`config.mk`:
```
export PLATFORM = sky130hd
export DESIGN_NAME = oled_spi_rx
export DESIGN_NICKNAME = d
export VERILOG_FILES = /design/src/rtl/oled_spi_rx.sv
export SDC_FILE = /design/constraint.sdc
export NUM_CORES = 1
export LEC_CHECK = 0
export CAP_MARGIN = 30
export CORE_AREA = 2 2 100 102
export DETAILED_ROUTE_END_ITERATION = 12
export DIE_AREA = 0 0 102 104
export GPL_TIMING_DRIVEN = 1
export HOLD_SLACK_MARGIN = 0.1
export PLACE_DENSITY = 0.75
export RECOVER_POWER = 100
export SLEW_MARGIN = 20
export SYNTH_ARGS = -nofsm -noshare
export SYNTH_HDL_FRONTEND = slang
export SYNTH_SLANG_ARGS = --single-unit
```
`constraint.sdc`:
```
create_clock -name clk -period 2.2 [get_ports clk]
set_clock_uncertainty 0.05 [all_clocks]
set_input_delay 0.44 -clock clk [delete_from_list [all_inputs] [get_ports clk]]
set_output_delay 0.44 -clock clk [all_outputs]
set_load 0.03 [all_outputs]
```
`src/rtl/oled_spi_rx.sv`:
```
// oled_spi_rx: receiving end of an SSD1306-style serial link (sclk/sdin/dc/res).
// The link is oversampled in the clk domain, framed into bytes and decoded.
// Command bytes update the display state. Data bytes become frame-buffer writes
// at the current page/column address, which then advances.
//
// Ports:
//   clk, rst_n          system clock, asynchronous active-low reset
//   sclk, sdin, dc, res serial link (sclk idles high, sdin MSB first, res low = reset)
//   fb_we               one-cycle frame-buffer write strobe
//   fb_addr             {page, col} of the write
//   fb_wdata            data byte; bit 0 is the top pixel row of the page
//   disp_on             set by 0xAF, cleared by 0xAE
//   disp_all_on         set by 0xA5, cleared by 0xA4
//   contrast            last 0x81 argument
//
// Optional feature macro: OLED_RX_SEGREMAP_EN
//   When defined, 0xA0/0xA1 clear/set column mirroring and 0xC0/0xC8 clear/set
//   page mirroring of fb_addr. When undefined, those opcodes are no-ops.
module oled_spi_rx #(
    parameter int NUM_COLS    = 128,
    parameter int NUM_PAGES   = 4,
    parameter int SYNC_STAGES = 2,
    localparam int COL_W      = $clog2(NUM_COLS),
    localparam int PAGE_W     = $clog2(NUM_PAGES)
) (
    input  logic                    clk,
    input  logic                    rst_n,
    input  logic                    sclk,
    input  logic                    sdin,
    input  logic                    dc,
    input  logic                    res,
    output logic                    fb_we,
    output logic [PAGE_W+COL_W-1:0] fb_addr,
    output logic [7:0]              fb_wdata,
    output logic                    disp_on,
    output logic                    disp_all_on,
    output logic [7:0]              contrast
);

    localparam logic [COL_W-1:0]  COL_MAX  = COL_W'(NUM_COLS - 1);
    localparam logic [PAGE_W-1:0] PAGE_MAX = PAGE_W'(NUM_PAGES - 1);

    typedef enum logic [1:0] {OPC, ARG1, ARG2} state_t;
    typedef enum logic [1:0] {MODE_H = 2'd0, MODE_V = 2'd1, MODE_P = 2'd2} mode_t;

    // ---------------- synchronizers ----------------
    logic [SYNC_STAGES-1:0] sclk_sync, sdin_sync, dc_sync, res_sync;
    logic                   sclk_q;

    always_ff @(posedge clk or negedge rst_n) begin
        if (!rst_n) begin
            // sclk idles high; resetting its chain high avoids a false edge
            sclk_sync <= '1;
            sdin_sync <= '0;
            dc_sync   <= '0;
            res_sync  <= '0;
            sclk_q    <= 1'b1;
        end else begin
            sclk_sync <= {sclk_sync[SYNC_STAGES-2:0], sclk};
            sdin_sync <= {sdin_sync[SYNC_STAGES-2:0], sdin};
            dc_sync   <= {dc_sync[SYNC_STAGES-2:0], dc};
            res_sync  <= {res_sync[SYNC_STAGES-2:0], res};
            sclk_q    <= sclk_sync[SYNC_STAGES-1];
        end
    end

    logic sclk_s, sdin_s, dc_s, res_s, rise;
    assign sclk_s = sclk_sync[SYNC_STAGES-1];
    assign sdin_s = sdin_sync[SYNC_STAGES-1];
    assign dc_s   = dc_sync[SYNC_STAGES-1];
    assign res_s  = res_sync[SYNC_STAGES-1];
    assign rise   = sclk_s & ~sclk_q;

    // ---------------- byte framing ----------------
    logic [2:0] bit_cnt;
    logic [6:0] shreg;
    logic       byte_vld, byte_dc;
    logic [7:0] byte_data;

    always_ff @(posedge clk or negedge rst_n) begin
        if (!rst_n) begin
            bit_cnt   <= '0;
            shreg     <= '0;
            byte_vld  <= 1'b0;
            byte_dc   <= 1'b0;
            byte_data <= '0;
        end else if (!res_s) begin
            bit_cnt  <= '0;
            byte_vld <= 1'b0;
        end else begin
            byte_vld <= 1'b0;
            if (rise) begin
                shreg   <= {shreg[5:0], sdin_s};
                bit_cnt <= bit_cnt + 3'd1;
                if (bit_cnt == 3'd7) begin
                    byte_vld  <= 1'b1;
                    byte_data <= {shreg, sdin_s};
                    byte_dc   <= dc_s;
                end
            end
        end
    end

    logic is_cmd, is_data;
    assign is_cmd  = byte_vld & ~byte_dc;
    assign is_data = byte_vld & byte_dc;

    // ---------------- decoder FSM ----------------
    function automatic logic [1:0] arg_count(input logic [7:0] op);
        case (op)
            8'h21, 8'h22:                      arg_count = 2'd2;
            8'h81, 8'h20, 8'h8D, 8'hA8, 8'hD3,
            8'hD5, 8'hD9, 8'hDA, 8'hDB:        arg_count = 2'd1;
            default:                           arg_count = 2'd0;
        endcase
    endfunction

    state_t state, state_nxt;
    logic [7:0] opc;

    always_ff @(posedge clk or negedge rst_n) begin
        if (!rst_n) state <= OPC;
        else        state <= state_nxt;
    end

    always_comb begin
        state_nxt = state;
        if (!res_s || is_data) begin
            // a data byte abandons any half-received argument list
            state_nxt = OPC;
        end else if (is_cmd) begin
            case (state)
                OPC:     state_nxt = (arg_count(byte_data) != 2'd0) ? ARG1 : OPC;
                ARG1:    state_nxt = (arg_count(opc) == 2'd2) ? ARG2 : OPC;
                default: state_nxt = OPC;
            endcase
        end
    end

    // ---------------- display / address state ----------------
    mode_t             mode;
    logic [COL_W-1:0]  col, col_start, col_end, arg1;
    logic [PAGE_W-1:0] page, page_start, page_end;
    logic [COL_W-1:0]  col_out;
    logic [PAGE_W-1:0] page_out;

`ifdef OLED_RX_SEGREMAP_EN
    logic col_mirror, page_mirror;
    // mirroring only affects the address presented, never the counters
    assign col_out  = col_mirror  ? (COL_MAX - col)   : col;
    assign page_out = page_mirror ? (PAGE_MAX - page) : page;
`else
    assign col_out  = col;
    assign page_out = page;
`endif

    always_ff @(posedge clk or negedge rst_n) begin
        if (!rst_n) begin
            fb_we       <= 1'b0;
            fb_addr     <= '0;
            fb_wdata    <= '0;
            disp_on     <= 1'b0;
            disp_all_on <= 1'b0;
            contrast    <= 8'h7F;
            mode        <= MODE_P;
            col         <= '0;
            page        <= '0;
            col_start   <= '0;
            col_end     <= COL_MAX;
            page_start  <= '0;
            page_end    <= PAGE_MAX;
            opc         <= '0;
            arg1        <= '0;
`ifdef OLED_RX_SEGREMAP_EN
            col_mirror  <= 1'b0;
            page_mirror <= 1'b0;
`endif
        end else if (!res_s) begin
            fb_we       <= 1'b0;
            fb_addr     <= '0;
            fb_wdata    <= '0;
            disp_on     <= 1'b0;
            disp_all_on <= 1'b0;
            contrast    <= 8'h7F;
            mode        <= MODE_P;
            col         <= '0;
            page        <= '0;
            col_start   <= '0;
            col_end     <= COL_MAX;
            page_start  <= '0;
            page_end    <= PAGE_MAX;
            opc         <= '0;
            arg1        <= '0;
`ifdef OLED_RX_SEGREMAP_EN
            col_mirror  <= 1'b0;
            page_mirror <= 1'b0;
`endif
        end else begin
            fb_we <= 1'b0;
            if (is_data) begin
                fb_we    <= 1'b1;
                fb_wdata <= byte_data;
                fb_addr  <= {page_out, col_out};
                case (mode)
                    MODE_H: begin
                        if (col == col_end) begin
                            col  <= col_start;
                            page <= (page == page_end) ? page_start : page + 1'b1;
                        end else begin
                            col <= col + 1'b1;
                        end
                    end
                    MODE_V: begin
                        if (page == page_end) begin
                            page <= page_start;
                            col  <= (col == col_end) ? col_start : col + 1'b1;
                        end else begin
                            page <= page + 1'b1;
                        end
                    end
                    default: col <= col + 1'b1;   // page mode: natural wrap at the last column
                endcase
            end else if (is_cmd) begin
                case (state)
                    OPC: begin
                        opc <= byte_data;
                        case (byte_data)
                            8'hAE: disp_on     <= 1'b0;
                            8'hAF: disp_on     <= 1'b1;
                            8'hA4: disp_all_on <= 1'b0;
                            8'hA5: disp_all_on <= 1'b1;
`ifdef OLED_RX_SEGREMAP_EN
                            8'hA0: col_mirror  <= 1'b0;
                            8'hA1: col_mirror  <= 1'b1;
                            8'hC0: page_mirror <= 1'b0;
                            8'hC8: page_mirror <= 1'b1;
`endif
                            default: begin
                                if (byte_data[7:3] == 5'b10110)
                                    page <= byte_data[PAGE_W-1:0];
                                else if (byte_data[7:4] == 4'h0)
                                    col[3:0] <= byte_data[3:0];
                                else if (byte_data[7:4] == 4'h1)
                                    col[COL_W-1:4] <= byte_data[COL_W-5:0];
                            end
                        endcase
                    end
                    ARG1: begin
                        case (opc)
                            8'h21, 8'h22: arg1 <= byte_data[COL_W-1:0];
                            8'h81:        contrast <= byte_data;
                            8'h20:        mode <= (byte_data[1:0] == 2'd3) ? MODE_P
                                                                            : mode_t'(byte_data[1:0]);
                            default: ;
                        endcase
                    end
                    ARG2: begin
                        if (opc == 8'h21) begin
                            col_start <= arg1;
                            col_end   <= byte_data[COL_W-1:0];
                            col       <= arg1;
                        end else begin
                            page_start <= arg1[PAGE_W-1:0];
                            page_end   <= byte_data[PAGE_W-1:0];
                            page       <= arg1[PAGE_W-1:0];
                        end
                    end
                    default: ;
                endcase
            end
        end
    end

endmodule

```
Word-level counts from Yosys, hierarchy flattened --
Index checks and enable logic that the tools add are counted.
Storage, ports and cells: register bits after elaboration 103, output and inout port bits 28, logic and storage cells 218
Operators by class: add/subtract/negate cells 3, eq/ne operators 63, mux-type cells 95, bitwise gates (word level) 5, reductions and logical operators 25
Operator list (count):
- $eq A8 B8 Y1 const B | 20
- $mux W7 | 22
- $mux W8 | 11
- $mux W2 | 32
- $eq A8 B6 Y1 const B | 6
- $ne A4 B4 Y1 const B | 10
- $pmux W7 S2 | 2
- $reduce_and A4 Y1 | 7
- $ne A2 B1 Y1 const B | 10
- $pmux W2 S2 | 5
- $mux W9 | 2
- $reduce_or A9 Y1 | 2
- $mux W1 | 14
- $reduce_and A7 Y1 | 2
- $mux W3 | 4
- $ne A3 B1 Y1 const B | 3
- $reduce_and A8 Y1 | 1
- $add A7 B1 Y7 const B | 1
- $eq A7 B7 Y1 | 1
- $eq A2 B2 Y1 const B | 3
- $reduce_and A3 Y1 | 2
- $eq A5 B5 Y1 const B | 1
- $eq A2 B1 Y1 const B | 2
- $eq A4 B1 Y1 const B | 1
- other kinds (19) | 27

Depth between registers and ports, before layout --
depth in word-level cells 11, gate-level depth with buffers 7, depth with buffers taken out 6

Least setup slack after synthesis --
No wires, ideal clock.
kind register to register, from register opc[3], to register contrast[7], library setup time 132 ps, data arrival time 2159 ps, required time 2018 ps, setup slack -141 ps, stages on the path, launching flop included 6, buffers on the path 0, period minus slack after synthesis 2341 ps, cells stage by stage dfrtp_1 > or4_1 > or4_4 > nor4_4 > mux2i_1 > nor2_1
Between the ends: longest elaborated chain between the ends 3
RTL lines:
- start, declared | line 119 | logic [7:0] opc;
- start signal, assigned | line 226 | opc <= byte_data;
- $eq A8 B8 Y1 | line 249 | case (opc)
- $ne A2 B1 Y1 (no line)
- $reduce_and A4 Y1 (no line)
- end signal, assigned | line 251 | 8'h81: contrast <= byte_data;
- end, declared | line 37 | output logic [7:0] contrast
No other way between the ends. A chain may end at the register's enable or synchronous reset.

Final worst setup path --
from register opc[3], to register col[1]
Between the ends: longest elaborated chain between the ends 3
RTL lines:
- $eq A8 B6 Y1 | line 258 | if (opc == 8'h21) begin
- $ne A4 B4 Y1 (no line)
- $reduce_and A7 Y1 (no line)
- end signal, assigned | line 242 | col[3:0] <= byte_data[3:0];
- end signal, assigned by index | line 244 | col[COL_W-1:4] <= byte_data[COL_W-5:0];
- end signal, assigned | line 261 | col <= arg1;
- end, declared | line 142 | logic [COL_W-1:0] col, col_start, col_end, arg1;
No other way between the ends.

==> impl_metrics.tcl <==
set metrics [dict create \
    finalWirelength_um 11500 \
    max_freq_mhz 434 \
    synth_top_cell_by_area "dfrtp_1" \
    worstHoldPathType "reg -> reg" \
    grt_setup_unrepaired "yes" \
    die_y_um 104 \
    synth.distinct_cells 44 \
    switchingPower_w 0.000855 \
    core_mm2 0.00955 \
    nets 548 \
    worst_setup_path_end_kind "register" \
    track_usage_pct 22.7 \
    dr_wl_met2_um 5710 \
    p_leak_nw 2.61 \
    seqPwrFrac_pct 60.0 \
    start_util_pct 51.9 \
    antenna_found_initial 0 \
    hold_depth 0 \
    grt_overflow_total 0 \
    syn_nets 499 \
    gp_congestion 0.905 \
    crit_required_ns 2.41 \
    timing.rr.end "col[1]$_DFFE_PN0P_" \
    async_reset_ff_share_pct 100 \
    total_power_w 0.00334 \
    synth_top_cell_area_share_pct 41.9 \
    drt-initial-drc-count 243 \
    route.antenna.remaining_nets 0 \
    num_vias 3810 \
    nFillCells 791 \
    cts_num_sinks 103 \
    met1_length_um 5020 \
    ios 34 \
    multiInputGateArea_mm2 0.00231 \
    wl_met3_um 597 \
    hpwl_um 7760 \
    drv_slew 0 \
    yosysWarnings 0 \
    arrival_ns 2.52 \
    crit_path_start_kind "register" \
    min_from "sdin_sync[0]$_DFF_PN0_" \
    synth_common_cells "nand2_1, dfrtp_1, mux2i_1" \
    intPower_w 0.00249 \
    cts_root_buf "clkbuf_8" \
    crit_type "reg -> reg" \
    antennaDiodeCount 0 \
    rr_startpoint "opc[3]$_DFFE_PN0P_" \
    reg2reg_depth 5 \
    min_to "sdin_sync[1]$_DFF_PN0_" \
    postPlaceCellArea_mm2 0.00563 \
    maxSlewHeadroom_pct 47.2 \
    highest_layer "met4" \
    io_buffers 33 \
    crit_path_max_incr_delay_ns 0.60 \
    crit_buf_inv 0 \
    hold_violations 0 \
    power_frac_comb_pct 5.3 \
    cts_htree_levels 3 \
    dieArea_mm2 0.0106 \
    cts_tree "built" \
    r2r_slack_ns -0.10 \
    crit_top_cell "or4_4" \
    ys_ff_latch 103 \
    synth_edf_count 0 \
    cts_buffers 9 \
    cp_top_family "simple AND/OR/NAND/NOR gates" \
    wl_per_cell_um 17.1 \
    post-route-cell-area_mm2 0.00591 \
    p_clk_share_pct 34.7 \
    syn_area_mm2 0.00496 \
    synth_ff_type "dfrtp_1" \
    power_density_mw_per_mm2 566 \
    path_clk_slew_ns 0.11 \
    tns_ns -0.384 \
    cp.depth 5 \
    setup_ws_ns -0.103 \
    violations "negative setup slack" \
    cap_violations 0 \
    area_growth_pct 19.2 \
    firstDrtPassIters 5 \
    grt_pass1_wl_um 19100 \
    synthCells 490 \
    critPathSlowestCell "or4_4" \
    period_share_pct 105 \
    clk-insertion-delay-late_ns 0.38 \
    status "finished, violations left" \
    die_w_um 102 \
    setup_viol 8 \
    drc 0 \
    drive_above_1_share_pct 20.2 \
    period_needed_ns 2.30 \
    grt_max_degree 62 \
    path_max_fanout 3 \
    peakVddDrop_mv 0.516 \
    row_count 36 \
    synth_area_leaders "dfrtp_1, dfstp_2, nand2_1" \
    yosysSeqAreaShare_pct 52.5 \
    seq_area_mm2 0.00260 \
    yosysMostFrequentCell "nand2_1" \
    worst_pin_slew_ns 0.792 \
    avgSynthCellArea_um2 10.1 \
    vias_per_cell 5.63 \
    path_cells "or4_4 > or4_4 > and3_4 > nor2_4 > mux2_4" \
    grt_pass1_vias 3875 \
    swShare_pct 25.6 \
    cts_buffer_depth 2 \
]
worst max path at each step:
| stage | from | endpoint | slack, ns |
|---|---|---|---|
| floorplan | opc[3]$_DFFE_PN0P_ | contrast[7]$_DFFE_PN0P_ | -0.13 |
| global placement | opc[3]$_DFFE_PN0P_ | col[1]$_DFFE_PN0P_ | -0.13 |
| detailed placement | opc[3]$_DFFE_PN0P_ | col[1]$_DFFE_PN0P_ | -0.17 |
| CTS | opc[3]$_DFFE_PN0P_ | mode[1]$_DFFE_PN1P_ | -0.10 |
| global route | opc[3]$_DFFE_PN0P_ | mode[0]$_DFFE_PN0P_ | -0.19 |
| finish | opc[3]$_DFFE_PN0P_ | col[1]$_DFFE_PN0P_ | -0.10 |
placed cells by master, fill, tap and decap left out, drive strengths merged, types with 3 or more instances in the layout:
master / instances
a21oi: 17
dlygate4sd3: 26
xor2: 9
and2: 6
a31oi: 4
nand3: 15
dfrtp: 83
buf: 31
or4: 6
mux2: 18
o21ai: 15
nor3: 11
clkbuf: 16
or3: 5
ha: 3
dfstp: 20
mux2i: 33
inv: 12
o211ai: 5
nand4: 3
a21boi: 26
nor2: 16
clkdlybuf4s50: 7
xnor2: 9
nand2b: 5
nor2b: 15
nor4: 4
and3: 3
nand2: 100
cell type report:
cell class              instances  share of cell area (%)
clock buffers                   9                    2.10
clock inverters                 7                    1.19
inverters                       7                   0.445
multi-input cells             347                    39.0
flip-flops and latches        103                    44.0
well taps                     133                    2.82
repair buffers                 71                    10.4
power groups by stage:
stage / sequential (W) / clock (W) / combinational (W)
finish: 0.00201 / 0.00116 / 0.000179
detailed placement: 0.00204 / 0 / 0.000178
global route: 0.00202 / 0.00127 / 0.000200
floorplan: 0.00203 / 0 / 0.000103
CTS: 0.00201 / 0.00119 / 0.000182
global placement: 0.00204 / 0 / 0.000170
metrics by stage:
stage / cells / utilization (%) / setup WS [ns] / hold slack (ns)
finish: 677 / 61.9 / -0.103 / 0.312
global route: 677 / 61.9 / -0.185 / 0.318
CTS: 675 / 61.4 / -0.100 / 0.316
detailed placement: 658 / 58.9 / -0.174 / 0.286
global placement: 658 / 58.9 / -0.129 / 0.288
floorplan: 490 / - / -0.128 / 0.0944
registers in the layout (all words and copies together) (netlist names), 3 cells and up:
| name | cells |
|---|---|
| shreg | 7 |
| arg1 | 7 |
| col_start | 7 |
| col_end | 7 |
| contrast | 8 |
| byte_data | 8 |
| fb_addr | 9 |
| opc | 8 |
| fb_wdata | 8 |
| bit_cnt | 3 |
| col | 7 |
kinds of logic after synthesis:
logic type | after synthesis | synth area share (%)
buffers and inverters | 40 | 3.03
flip-flops | 103 | 52.5
multiplexers | 51 | 10.8
AND/OR/NAND/NOR | 195 | 18.9
XOR/XNOR | 18 | 3.18
adder cells (fa/ha/maj) | 3 | 0.757
AO/OA/AOI/OAI | 80 | 10.8
layer usage:
| metal | GRT usage [%] | vias to the layer above |
|---|---|---|
| met5 | 0 | - |
| met4 | 6.67 | 0 |
| met3 | 5.11 | 22 |
| met2 | 36.5 | 116 |
| met1 | 30.7 | 1886 |
| li1 | - | 1786 |
worst register-to-register path, cell delays in order (launching register included):
cell     delay, ns
dfrtp_1       0.39
or4_4         0.54
or4_4         0.60
and3_4        0.22
nor2_4        0.10
mux2_4        0.31
timing repair:
action,4_1_cts,5_1_grt
resized for setup,8,18
setup endpoints to repair,23,29
endpoints found under the hold margin,29,0
hold buffers,1,0
setup buffers,0,2
pin swaps,0,7
Note: power is estimated with default switching activity, not from simulation.
